## src/rtl/uart_pkg.sv

```systemverilog
// rtl/uart_pkg.sv - shared types and defaults for the UART transmit arbiter
package uart_pkg;

    typedef enum logic [2:0] {
        ST_IDLE      = 3'd0,
        ST_START     = 3'd1,
        ST_WAIT_ACC  = 3'd2,
        ST_WAIT_DONE = 3'd3,
        ST_RELEASE   = 3'd4
    } arb_state_t;

    localparam logic [15:0] TIMEOUT_CYC_DEFAULT = 16'd50000;

endpackage

```

## src/rtl/rr_pick.sv

```systemverilog
// rtl/rr_pick.sv - combinational round-robin winner select, searching from ptr+1 cyclically
module rr_pick #(
    parameter int NUM_REQ = 4,
    parameter int IW      = $clog2(NUM_REQ)
) (
    input  logic [NUM_REQ-1:0] req,
    input  logic [IW-1:0]      ptr,
    output logic [NUM_REQ-1:0] winner,
    output logic [IW-1:0]      winner_idx
);

    int          cand;
    logic [IW-1:0] cand_idx;
    logic        found;

    always_comb begin
        winner     = '0;
        winner_idx = '0;
        found      = 1'b0;
        cand       = 0;
        cand_idx   = '0;
        // The last granted index (ptr) is visited last, so it has lowest priority.
        for (int k = 1; k <= NUM_REQ; k++) begin
            cand = int'(ptr) + k;
            if (cand >= NUM_REQ) begin
                cand = cand - NUM_REQ;
            end
            cand_idx = IW'(cand);
            if (!found && req[cand_idx]) begin
                found              = 1'b1;
                winner[cand_idx]   = 1'b1;
                winner_idx         = cand_idx;
            end
        end
    end

endmodule

```

## src/rtl/uart_tx_arbiter.sv

```systemverilog
// rtl/uart_tx_arbiter.sv - round-robin arbiter sharing one UART byte transmitter
// Optional timeout/err logic enabled by defining UART_TX_ARB_TIMEOUT_EN.
module uart_tx_arbiter
    import uart_pkg::*;
#(
    parameter int          NUM_REQ     = 4,
    parameter logic [15:0] TIMEOUT_CYC = TIMEOUT_CYC_DEFAULT
) (
    input  logic                 clk,
    input  logic                 rst_n,
    input  logic [NUM_REQ-1:0]   req,
    input  logic [NUM_REQ*8-1:0] req_data,
    output logic [NUM_REQ-1:0]   ack,
    output logic [NUM_REQ-1:0]   grant,
    output logic                 tx_start,
    output logic [7:0]           tx_data,
    input  logic                 tx_idle,
    output logic                 busy
`ifdef UART_TX_ARB_TIMEOUT_EN
    ,
    output logic                 err
`endif
);

    localparam int IW = $clog2(NUM_REQ);

    if (NUM_REQ < 2 || NUM_REQ > 8) begin : g_bad_num_req
        $error("uart_tx_arbiter: NUM_REQ must be 2..8");
    end
    if (TIMEOUT_CYC == 16'd0) begin : g_bad_timeout
        $error("uart_tx_arbiter: TIMEOUT_CYC must be nonzero");
    end

    arb_state_t           state;
    arb_state_t           state_nxt;
    logic [IW-1:0]        ptr;
    logic [IW-1:0]        ptr_nxt;
    logic [IW-1:0]        gnt_idx;
    logic [IW-1:0]        gnt_idx_nxt;
    logic [NUM_REQ-1:0]   pick_onehot;
    logic [IW-1:0]        pick_idx;
    logic [NUM_REQ-1:0]   grant_nxt;
    logic [NUM_REQ-1:0]   ack_nxt;
    logic [7:0]           tx_data_nxt;
    logic                 tx_start_nxt;
    logic                 timeout_hit;
    logic [7:0]           req_byte [NUM_REQ];

    for (genvar i = 0; i < NUM_REQ; i++) begin : g_bytes
        assign req_byte[i] = req_data[8*i +: 8];
    end

    rr_pick #(
        .NUM_REQ (NUM_REQ),
        .IW      (IW)
    ) u_rr_pick (
        .req        (req),
        .ptr        (ptr),
        .winner     (pick_onehot),
        .winner_idx (pick_idx)
    );

    always_ff @(posedge clk) begin
        if (!rst_n) begin
            state <= ST_IDLE;
        end else begin
            state <= state_nxt;
        end
    end

    always_comb begin
        state_nxt = state;
        case (state)
            ST_IDLE: begin
                if (|req && tx_idle) begin
                    state_nxt = ST_START;
                end
            end
            ST_START: begin
                state_nxt = ST_WAIT_ACC;
            end
            ST_WAIT_ACC: begin
                if (!tx_idle) begin
                    state_nxt = ST_WAIT_DONE;
                end else if (timeout_hit) begin
                    state_nxt = ST_RELEASE;
                end
            end
            ST_WAIT_DONE: begin
                if (tx_idle || timeout_hit) begin
                    state_nxt = ST_RELEASE;
                end
            end
            ST_RELEASE: begin
                state_nxt = ST_IDLE;
            end
            default: begin
                state_nxt = ST_IDLE;
            end
        endcase
    end

    // Outputs are computed one cycle ahead and registered, so tx_start follows
    // the START cycle and ack coincides with the RELEASE cycle.
    always_comb begin
        grant_nxt    = grant;
        gnt_idx_nxt  = gnt_idx;
        tx_data_nxt  = tx_data;
        ptr_nxt      = ptr;
        tx_start_nxt = 1'b0;
        ack_nxt      = '0;
        case (state)
            ST_IDLE: begin
                if (state_nxt == ST_START) begin
                    grant_nxt   = pick_onehot;
                    gnt_idx_nxt = pick_idx;
                    tx_data_nxt = req_byte[pick_idx];
                end
            end
            ST_START: begin
                tx_start_nxt = 1'b1;
            end
            ST_WAIT_DONE: begin
                if (tx_idle) begin
                    ack_nxt = grant;
                end
            end
            ST_RELEASE: begin
                grant_nxt = '0;
                ptr_nxt   = gnt_idx;
            end
            default: begin
                grant_nxt = grant;
            end
        endcase
    end

    always_ff @(posedge clk) begin
        if (!rst_n) begin
            grant    <= '0;
            gnt_idx  <= '0;
            ack      <= '0;
            tx_start <= 1'b0;
            tx_data  <= 8'h00;
            ptr      <= IW'(NUM_REQ - 1);
        end else begin
            grant    <= grant_nxt;
            gnt_idx  <= gnt_idx_nxt;
            ack      <= ack_nxt;
            tx_start <= tx_start_nxt;
            tx_data  <= tx_data_nxt;
            ptr      <= ptr_nxt;
        end
    end

    assign busy = (state != ST_IDLE);

`ifdef UART_TX_ARB_TIMEOUT_EN
    logic [15:0] wait_cnt;
    logic        in_wait;

    assign in_wait = (state == ST_WAIT_ACC) || (state == ST_WAIT_DONE);

    // Counter restarts on every state change, so each wait phase gets its own budget.
    always_ff @(posedge clk) begin
        if (!rst_n) begin
            wait_cnt <= 16'd0;
        end else if (state_nxt != state) begin
            wait_cnt <= 16'd0;
        end else if (in_wait) begin
            wait_cnt <= wait_cnt + 16'd1;
        end
    end

    assign timeout_hit = in_wait && (wait_cnt == TIMEOUT_CYC - 16'd1);

    always_ff @(posedge clk) begin
        if (!rst_n) begin
            err <= 1'b0;
        end else if (timeout_hit && (state_nxt == ST_RELEASE)
                     && !((state == ST_WAIT_DONE) && tx_idle)) begin
            err <= 1'b1;
        end
    end
`else
    assign timeout_hit = 1'b0;
`endif

endmodule

```

## config.mk

```make
export PLATFORM = sky130hd
export DESIGN_NAME = uart_tx_arbiter
export DESIGN_NICKNAME = d
export VERILOG_FILES = /design/src/rtl/uart_pkg.sv /design/src/rtl/rr_pick.sv /design/src/rtl/uart_tx_arbiter.sv
export SDC_FILE = /design/constraint.sdc
export NUM_CORES = 1
export LEC_CHECK = 0
export CORE_MARGIN = 3
export CORE_UTILIZATION = 46
export DETAILED_ROUTE_END_ITERATION = 10
export PLACE_DENSITY = 0.83
export SYNTH_ARGS = -nofsm -noshare
export SYNTH_HDL_FRONTEND = slang
export SYNTH_SLANG_ARGS = --single-unit
```

## constraint.sdc

```tcl
create_clock -name clk -period 3.54 [get_ports clk]
set_input_delay 0.708 -clock clk [delete_from_list [all_inputs] [get_ports clk]]
set_output_delay 0.708 -clock clk [all_outputs]
set_load 0.05 [all_outputs]
```

==> impl_metrics.csv <==
group,metric,value,unit
sta,hold_viol_final,0,
detailed_routing,drcViolationCount,0,
outcome,outcome,"completed",
synth,ys_async_sr_fraction,0,
clock_network,clk_pin_slew,0.08,ns
detailed_routing,initialDrtViolationCount,132,
sta,setup_viol,0,
floorplanning,die_y,66.9,um
synth,syn_nets,236,
placement,hpwl,3270,um
detailed_routing,vias,1620,
floorplanning,io_pins,57,
synth,synth_cell_types,48,
finish,area_growth,39.1,%
global_route,antenna_found_initial,0,
sta,hold_ws,0.472,ns
synth,synth_area_leaders,"dfxtp_1 (28%), mux2_2 (5.9%), ha_1 (5.9%)",
synth,synth_seq_cells,24,
sta,max-slew-margin-rel,0.314,
finish,num_antenna_cells,0,
worst_hold_path,holdPathStages,2,
synth,synth_edf_count,0,
detailed_routing,dr.pass1.iters,4,
worst_setup_path,worst_setup_path_start_kind,"input pin",
floorplanning,rows,21,
clock_network,ctsResizeCount,0,
power_and_ir_drop,leakage,0.969,nW
floorplanning,start_util,0.496,
sta,min_period_over_period,0.866,
floorplanning,dieArea,4480,um^2
synth,synth_most_common_cell,"dfxtp_1",
worst_setup_path,crit_type,"in2reg",
clock_network,cts_sinks,24,
worst_setup_path,crit_slowest_cell,"a211oi_4",
clock_network,cts_buffers,3,
clock_network,htreeDepth,1,
worst_setup_path,cp_max_fo,17,
finish,layout.cells.non_filler,292,
clock_network,tritoncts,"yes",
global_route,grt_overflow,0,
placement,dp_cells,288,
detailed_routing,wirelength,4270,um
synth,ys_seq_area_frac,0.282,
synth,synth_top_family_by_area,"simple AND/OR/NAND/NOR gates",
global_route,grt_pass1_wl,7200,um
sta,fmax,326,MHz
power_and_ir_drop,fin_total_pwr,0.000713,W
floorplanning,die_w,66.9,um
synth,muxShareOfSynthArea,0.169,
sta,tns,0,ns
finish,final_nets,294,
finish,nFillCells,286,
global_route,grt_max_degree,20,
global_route,grt_pass1_vias,1525,
placement,port_buffers,56,
synth,syn-cell-area,1710,um^2
synth,synth_compound_area_frac,0.204,
clock_network,clock-root-buffer,"clkbuf_8",
global_route,grt_usage,0.209,
synth,synth_top_area_cell,"dfxtp_1",
finish,layout-drive-gt1-share,0.146,
sta,rsz0062_at_grt,"no",
worst_setup_path,slowest_delay,0.86,ns
power_and_ir_drop,powerDensity,300,nW/um^2
clock_network,ctsHoldBuffers,0,
sta,clock_skew,0.00294,ns
worst_setup_path,critPathRequiredTime,3.69,ns
worst_setup_path,r2r_cells,7,
synth,netlist_top_cells_count,"dfxtp_1 (24), nand2_1 (18), nor2_1 (12)",
flow_run,drv_cap,0,
sta,fin_crit,3.06,ns
synth,synthAdderAreaFrac,0.0587,
worst_setup_path,crit_chain,"clkdlybuf4s50_1 -> buf_4 -> buf_4 -> mux2i_1 -> a211oi_1 -> a211oi_4 -> mux2_2 -> nand4_1 -> o211ai_1",
worst_setup_path,end_kind,"flop",
floorplanning,coreArea,3440,um^2
synth,avgSynthCellArea,9.03,um^2
worst_hold_path,hp-class,"reg2reg",
placement,routabilityCongestion,0.800,
sta,drv_slew,0,
clock_network,clk_path_buf_depth,2,
synth,yosysWarnings,0,
detailed_routing,antenna_left,0,
synth,synth_top_cell_area_share,0.282,
clock_network,post-cts-setup-buffers,0,
detailed_routing,wire_per_inst,14.6,um
power_and_ir_drop,ir_worst_vdd,0.000187,V
synth,synth_xor_area_frac,0,
clock_network,clk_latency,0.26,ns
worst_setup_path,cp.arrival,3.21,ns
sta,worstMarginPinSlew,1.03,ns
synth,synth-main-ff-cell,"dfxtp_1",
synth,synth_simple_gate_area_share,0.213,
worst_setup_path,cpMostUsedCell,"buf_4",
synth,syn-instance-count,189,
detailed_routing,vias_per_cell,5.55,
routing by layer:
metal	up-vias	share of wire	GRT usage
met5	-	0	0
met4	0	0.016	0.0608
met3	6	0.051	0.0354
met2	48	0.51	0.347
met1	753	0.42	0.276
li1	813	-	-
worst max-delay path, delay by kind of cell:
| kind | cells | cell delay, ns |
|---|---|---|
| compound gates | 3 | 1.08 |
| mux | 2 | 0.57 |
| buf+inv | 3 | 0.75 |
| simple gates | 1 | 0.10 |
final timing paths:
| kind | startpoint | end | slack (ns) |
|---|---|---|---|
| max | req[1] | tx_data[1] | 0.48 |
| min | gnt_idx[1] | gnt_idx[1] | 0.47 |
| max reg2reg | ptr[1] | tx_data[1] | 0.66 |
| min reg2reg | gnt_idx[1] | gnt_idx[1] | 0.47 |
stage by stage:
| stage | utilization | setup slack [ns] | instance area (um^2) |
|---|---|---|---|
| global placement | 0.674 | 0.270 | 2320 |
| global route | 0.690 | 0.319 | 2370 |
| detailed placement | 0.674 | 0.214 | 2320 |
| CTS | 0.690 | 0.481 | 2370 |
| floorplan | - | 0.483 | 1710 |
| finish | 0.690 | 0.475 | 2370 |
registers in the layout, summed over array words and instances, names as in the netlist:
register	flops
tx_data	8
ack	4
grant	4
state	3
gnt_idx	2
ptr	2
tx_start	1
report_power, final:
part           internal, W  switching (W)
registers         0.000286     0.00000986
clock network    0.0000992      0.0000840
logic             0.000111       0.000123
area by class of cell:
| class | count | area [um^2] | area share |
|---|---|---|---|
| clock buffers | 4 | 55.1 | 0.0232 |
| inverters | 4 | 15.0 | 0.00633 |
| multi-input cells | 144 | 1100 | 0.463 |
| flip-flops and latches | 24 | 480 | 0.202 |
| well taps | 46 | 57.6 | 0.0242 |
| repair buffers | 70 | 666 | 0.280 |
placed cells by master, fill, tap and decap left out, types with 2 or more instances in the layout:
master / instances
a211oi_1: 2
a21boi_0: 6
a21o_1: 2
a22o_1: 4
a22oi_1: 4
and2_1: 6
buf_4: 14
clkbuf_8: 4
clkdlybuf4s50_1: 56
dfxtp_1: 24
ha_1: 8
inv_1: 4
mux2_2: 9
mux2i_1: 10
mux4_2: 2
nand2_1: 18
nand3_1: 10
nand4_1: 7
nor2_1: 12
nor2b_1: 2
nor3b_1: 3
o211ai_1: 7
o21ai_0: 10
cell families (layout without fill, tap and decap cells):
group	count (synthesis)	in the layout
simple gates	67	67
compound gates	46	46
flops	24	24
fa+ha+maj	8	8
buf+inv	21	78
mux	23	23
No activity file was read; power rests on OpenSTA's default activity.
